$ cat config.mk
export PLATFORM = sky130hd
export DESIGN_NAME = dmem_port_arbiter
export DESIGN_NICKNAME = d
export VERILOG_FILES = /design/src/rtl/dmem_port_arbiter.sv
export SDC_FILE = /design/constraint.sdc
export NUM_CORES = 1
export LEC_CHECK = 0
export CAP_MARGIN = 20
export CORE_AREA = 4 4 241 243
export DETAILED_ROUTE_END_ITERATION = 7
export DIE_AREA = 0 0 245 247
export HOLD_SLACK_MARGIN = 0.02
export PLACE_DENSITY = 0.55
export SYNTH_ARGS = -nofsm -noshare
export SYNTH_HDL_FRONTEND = slang
export SYNTH_SLANG_ARGS = --single-unit
$ cat constraint.sdc
create_clock -name clk -period 2.6 [get_ports clk]
set_input_delay 0.52 -clock clk [delete_from_list [all_inputs] [get_ports clk]]
set_output_delay 0.52 -clock clk [all_outputs]
set_load 0.01 [all_outputs]
$ cat src/rtl/dmem_port_arbiter.sv
// Round-robin arbiter sharing one synchronous data-memory port among NUM_REQ requesters.
// Define ARB_FIXED_PRIORITY_EN to replace round-robin with lowest-index-wins priority.
module dmem_port_arbiter #(
   parameter int NUM_REQ    = 4,
   parameter int DATA_WIDTH = 64,
   parameter int ADDR_WIDTH = 32,
   parameter int RD_LATENCY = 1
) (
   input  logic                           clk,
   input  logic                           rst,
   input  logic [NUM_REQ-1:0]             req,
   input  logic [NUM_REQ-1:0]             req_wr,
   input  logic [NUM_REQ*ADDR_WIDTH-1:0]  req_addr,
   input  logic [NUM_REQ*DATA_WIDTH-1:0]  req_wdata,
   output logic [NUM_REQ-1:0]             gnt,
   output logic [NUM_REQ-1:0]             rvalid,
   output logic [DATA_WIDTH-1:0]          rdata,
   output logic                           busy,
   output logic                           mem_enable,
   output logic                           store_enable,
   output logic [ADDR_WIDTH-1:0]          dmem_address,
   output logic [DATA_WIDTH-1:0]          dmem_dataIn,
   input  logic [DATA_WIDTH-1:0]          dmem_dataOut
);

   localparam int IDW = $clog2(NUM_REQ);
   localparam int CW  = $clog2(RD_LATENCY + 1);

   typedef enum logic [1:0] {IDLE, ISSUE, WAIT} state_t;

   state_t                 state, state_n;
   logic [IDW-1:0]         lat_id, lat_id_n, win_id;
   logic                   lat_wr, lat_wr_n;
   logic [CW-1:0]          cnt, cnt_n;
   logic [NUM_REQ-1:0]     gnt_n, rvalid_n;
   logic [DATA_WIDTH-1:0]  rdata_n, dmem_dataIn_n;
   logic [ADDR_WIDTH-1:0]  dmem_address_n;
   logic                   busy_n, mem_enable_n, store_enable_n;

`ifdef ARB_FIXED_PRIORITY_EN
   // Lowest set index wins; scanning downward lets the lowest overwrite the rest.
   always_comb begin
      win_id = '0;
      for (int i = NUM_REQ - 1; i >= 0; i--) begin
         if (req[i]) win_id = IDW'(i);
      end
   end
`else
   logic [IDW-1:0] rr_ptr, rr_ptr_n, scan_id;
   logic           found;

   // First set request at or after rr_ptr, wrapping at NUM_REQ.
   always_comb begin
      win_id  = '0;
      found   = 1'b0;
      scan_id = '0;
      for (int k = 0; k < NUM_REQ; k++) begin
         if (int'(rr_ptr) + k >= NUM_REQ) scan_id = IDW'(int'(rr_ptr) + k - NUM_REQ);
         else                             scan_id = IDW'(int'(rr_ptr) + k);
         if (!found && req[scan_id]) begin
            win_id = scan_id;
            found  = 1'b1;
         end
      end
   end
`endif

   // Every output is a register; this block computes the value each one takes next edge.
   always_comb begin
      state_n        = state;
      lat_id_n       = lat_id;
      lat_wr_n       = lat_wr;
      cnt_n          = cnt;
      gnt_n          = '0;
      rvalid_n       = '0;
      rdata_n        = rdata;
      busy_n         = 1'b0;
      mem_enable_n   = 1'b0;
      store_enable_n = 1'b0;
      dmem_address_n = dmem_address;
      dmem_dataIn_n  = dmem_dataIn;
`ifndef ARB_FIXED_PRIORITY_EN
      rr_ptr_n       = rr_ptr;
`endif
      case (state)
         IDLE: begin
            if (|req) begin
               lat_id_n       = win_id;
               lat_wr_n       = req_wr[win_id];
               dmem_address_n = req_addr[int'(win_id)*ADDR_WIDTH +: ADDR_WIDTH];
               dmem_dataIn_n  = req_wdata[int'(win_id)*DATA_WIDTH +: DATA_WIDTH];
               gnt_n[win_id]  = 1'b1;
               mem_enable_n   = 1'b1;
               store_enable_n = req_wr[win_id];
               busy_n         = 1'b1;
               state_n        = ISSUE;
            end
         end
         ISSUE: begin
`ifndef ARB_FIXED_PRIORITY_EN
            rr_ptr_n = (lat_id == IDW'(NUM_REQ - 1)) ? '0 : lat_id + 1'b1;
`endif
            if (lat_wr) begin
               state_n = IDLE;
            end else begin
               cnt_n   = CW'(RD_LATENCY);
               busy_n  = 1'b1;
               state_n = WAIT;
            end
         end
         WAIT: begin
            // The memory data is valid during the cycle in which the count sits at one.
            if (cnt == CW'(1)) begin
               rdata_n          = dmem_dataOut;
               rvalid_n[lat_id] = 1'b1;
               state_n          = IDLE;
            end else begin
               cnt_n  = cnt - 1'b1;
               busy_n = 1'b1;
            end
         end
         default: state_n = IDLE;
      endcase
   end

   always_ff @(posedge clk) begin
      if (rst) begin
         state        <= IDLE;
         lat_id       <= '0;
         lat_wr       <= 1'b0;
         cnt          <= '0;
         gnt          <= '0;
         rvalid       <= '0;
         rdata        <= '0;
         busy         <= 1'b0;
         mem_enable   <= 1'b0;
         store_enable <= 1'b0;
         dmem_address <= '0;
         dmem_dataIn  <= '0;
`ifndef ARB_FIXED_PRIORITY_EN
         rr_ptr       <= '0;
`endif
      end else begin
         state        <= state_n;
         lat_id       <= lat_id_n;
         lat_wr       <= lat_wr_n;
         cnt          <= cnt_n;
         gnt          <= gnt_n;
         rvalid       <= rvalid_n;
         rdata        <= rdata_n;
         busy         <= busy_n;
         mem_enable   <= mem_enable_n;
         store_enable <= store_enable_n;
         dmem_address <= dmem_address_n;
         dmem_dataIn  <= dmem_dataIn_n;
`ifndef ARB_FIXED_PRIORITY_EN
         rr_ptr       <= rr_ptr_n;
`endif
      end
   end

endmodule

==> results.md <==
Run status:
- The flow ran to the end, and the final reports show no timing, DRC or antenna violations.

Worst setup path:
- For this design, the slowest cell found on the critical path is clkdlybuf4s50_1.
- Tracing the worst setup path back leads to its startpoint at req[0].
- The cell family contributing the most delay on the critical path is buffers and inverters.
- The cell repeated most along the worst path is buf_4.
- The type of destination of the critical path is a flip-flop.
- Walking the worst path, the cells encountered are clkdlybuf4s50_1 -> buf_12 -> nor2b_2 -> nor4_4 -> buf_4 -> buf_4 -> o21ai_0 -> a21oi_1.
- The startpoint kind of the worst setup timing path is a primary input.
- The launch point of the worst reg-to-reg path is rr_ptr[1].
- The worst endpoint data arrival time is roughly 2.7 ns.
- The total buffers and inverters traversed by the critical path is 4.
- The worst-path maximum fanout is 8.
- The largest single stage delay on the critical path is approximately 0.64 ns.
- Data on the critical path is required at its endpoint by a little under 3 ns.
- The critical path is of the primary input to flip-flop type.

Global route:
- Across every metal layer, demand over resource in global routing totals ~16%.
- The first-pass GRT wire length is roughly 75000 microns.
- The number of global-route vias before repair is 12283.
- Global routing finished with a remaining overflow of 0.
- The number of antenna violations at the first check in global routing is 1.
- Entering global routing, the biggest net connects 69 pins.

CTS:
- The clock-pin slew on the worst setup and hold paths is around 0.070 ns.
- The root buffer cell chosen for the clock tree is clkbuf_16.
- The maximum root-to-sink buffer count is 2.
- At the later pin of the worst-skew pair, clock insertion delay measures roughly 0.48 ns.
- TritonCTS built the clock tree.
- Clock tree synthesis inserted a total of 17 buffers.
- Counting every sink on the clock net gives between 150 and 200.
- The H-tree generated during clock tree synthesis spans 4 levels.
- The quantity of hold-fixing buffers added after cts is 0.

Hold path:
- The path category of the worst min-delay check is flip-flop to flip-flop.
- In this run the most critical hold path is launched from rdata[17].

Floorplanning:
- Measured along the y axis, the die boundary spans 247 microns.
- The die outline area is 0.06052 sq mm.
- between 600 and 700 I/O pins were placed.
- The effective utilization at floorplan is approximately 17%.
- The number of standard-cell rows in the floorplan is just under 90.
- The core area is approximately 0.056 sq mm.
- Measured along the x axis, the die boundary spans ~250 microns.

Timing:
- At the pin with the least slew margin, the transition time is ~0.76 ns.
- The number of hold-slack violations in the final timing report is 0.
- Setup violations remaining at the end of the flow were counted as 0.
- Setup repair after global routing left no endpoint under its margin.
- The post-route clock period utilization is between 90 and 100%.
- Based on the critical path, the design can be clocked at up to 0.4144 GHz.
- The total negative slack for setup checks is 0 ns.
- The count of pins over their slew limit is 0.
- For the final database, setup skew stands at 0.01305 ns.
- After layout, the minimum clock period comes to roughly 2.4 ns.
- In this run the tightest slew margin relative to its limit is 48.48%.

Route:
- The routed wire length is between 50000 and 60000 microns.
- Before antenna repair, the detailed router went through 5 iterations.
- The vias per cell is between 4 and 5.
- The number of nets still failing antenna checks after routing is 0.
- After detailed routing, the average wire length per cell comes to approximately 20 microns.
- After detailed routing, the number of remaining DRC violations is 0.
- The detailed router placed between 10000 and 15000 vias in this run.
- The first routing iteration left 490 violations.

Place:
- The total half-perimeter wirelength after legalization and detailed placement is slightly below 40000 microns.
- The number of input and output port buffers inserted is around 630.
- Routability-driven placement finished with a final weighted congestion of approximately 0.9.
- After detailed placement, the total cell area comes to roughly 0.017 sq mm.

Power:
- The leakage power summed over all cells is about 6.2 nW.
- The areal power density over the cells is 558.7 mW/mm^2.
- The maximum vdd drop is about 0.00052 V.

Final layout:
- The fraction of layout instances using a drive strength above 1 is 7.714%.
- After routing the design area is approximately 0.017 sq mm.
- The count of nets after finishing is around 2200.
- The signed area change from the synthesized netlist to the final layout is 88.33%.

Synthesis:
- The synthesized net count is approximately 1600.
- For this run, the number of Yosys warnings is 0.
- Counting every instance in the synthesized netlist gives around 1200.
- The most used flip-flop cell after synthesis is dfxtp_1.
- Averaged over all synthesized cells, the footprint is about 8 sq um.
- The register area share after synthesis is between 30 and 40%.
- After synthesis, the netlist uses 43 different library cells.
- The biggest area contributor in the post-synthesis netlist is dfxtp_1.
- In the post-synthesis netlist, the biggest area contributors are dfxtp_1 39%, a21o_1 7.8%, a221oi_1 7.4%.
- The number of enable-type register cells in the synthesized netlist is 0.
- The cell area after technology mapping is between 0.009 and 0.01 sq mm.
- The async set or reset register ratio after synthesis is 0%.
- The number of storage elements in the synthesis netlist is 179.
- The share of synthesized area in the top cell type comes to around two fifths.

Run:
- The reported max-cap violation count is 0.
-- cells by family (layout without fill, tap and decap cells) --
group                    after synthesis  in the layout  synth area share, %
AO/OA/AOI/OAI                        489            489                36.07
buffers and inverters                138            749                7.109
other                                  0              4                    0
multiplexers                           1              1               0.1083
flip-flops                           179            179                38.78
adder cells (fa/ha/maj)                4              4               0.5417
AND/OR/NAND/NOR                      367            367                17.39
-- per-stage QoR --
step / instances / hold slack [ns] / worst slack [ns] / util [%] / power (mW)
5_1_grt: 2546 / 0.4753 / 0.03328 / 31.09 / 10.32
3_3_place_gp: 2513 / 0.4409 / -0.4728 / 29.97 / 7.020
3_5_place_dp: 2513 / 0.4457 / -0.4749 / 29.97 / 7.051
6_report: 2549 / 0.4538 / 0.1871 / 31.10 / 9.722
4_1_cts: 2545 / 0.4525 / 0.05209 / 31.08 / 9.928
2_1_floorplan: 1178 / 0.4692 / 0.5171 / - / 4.836
-- cells in the final DEF (no fill, tap or decap), drive strengths merged, types with 6 or more instances in the layout --
master / instances
a211oi: 79
a21o: 96
a21oi: 91
a221oi: 78
a31oi: 19
buf: 85
clkbuf: 19
clkdlybuf4s50: 627
clkinv: 6
dfxtp: 179
inv: 9
nand2: 136
nand3: 115
nor2: 92
o21ai: 99
o21bai: 19
-- final timing paths --
kind	cells after the start	slack, ns	to
setup / recovery	8	0.19	lat_id[0]
hold / removal	2	0.45	rdata[17]
setup reg to reg	6	0.34	dmem_address[22]
hold reg to reg	2	0.45	rdata[17]
-- layout make-up --
type / count / area, sq um
clock inverters: 13 / 167.7
well taps: 756 / 945.9
diodes: 4 / 10.01
multi-input cells: 861 / 5042
fillers: 5952 / 38550
clock buffers: 19 / 452.9
flip-flops and latches: 179 / 3583
inverters: 5 / 18.77
repair buffers: 712 / 7181
-- worst reg2reg max path, cell delays in order, from the launching register on --
cell,delay (ns)
dfxtp_1,0.59
o21ai_1,0.25
a211oi_4,0.37
buf_12,0.29
o21ai_0,0.27
a21o_1,0.19
a211oi_1,0.23
-- report_power, final --
group	internal [mW]	switching, mW
logic	1.96	1.73
registers	3.07	0.195
clock network	1.42	1.35
-- per-layer routing --
metal	part of all wire, %	vias to the layer above	global-route usage [%]
met5	0	-	0
met4	2.9	0	5.672
li1	-	5526	-
met3	7.0	69	4.804
met2	49	517	28.26
met1	41	5539	18.96
-- flip-flops by register name, indices dropped and copies added (netlist names) --
name and flops:
dmem_dataIn 64, rdata 64, dmem_address 32, gnt 4, rvalid 4, lat_id 2, rr_ptr 2, state 2
busy 1, cnt 1, lat_wr 1, mem_enable 1, store_enable 1
-- repair_timing --
item	4_1_cts	5_1_grt
setup buffers	0	0
endpoints found under the setup margin	0	2
resized for setup	0	0
-- Yosys cell counts (2+ instances only) --
cell type  instances
dfxtp_1          179
a31oi_1           19
nand2_1          136
nor2_1            92
a21oi_1           91
o21bai_1          19
buf_1              2
buf_6             11
clkbuf_1          87
nor3b_1            4
a21boi_0           2
ha_1               4
clkbuf_2           6
buf_2             21
nand3_1          115
nor3_1             3
and3_1             2
a211oi_1          72
buf_4              6
o21ai_0           98
a221oi_1          78
a21o_1            96
and2_1             4
inv_1              5
nand2b_1           3
a211oi_2           6
Power figures use the tool's default switching activity.
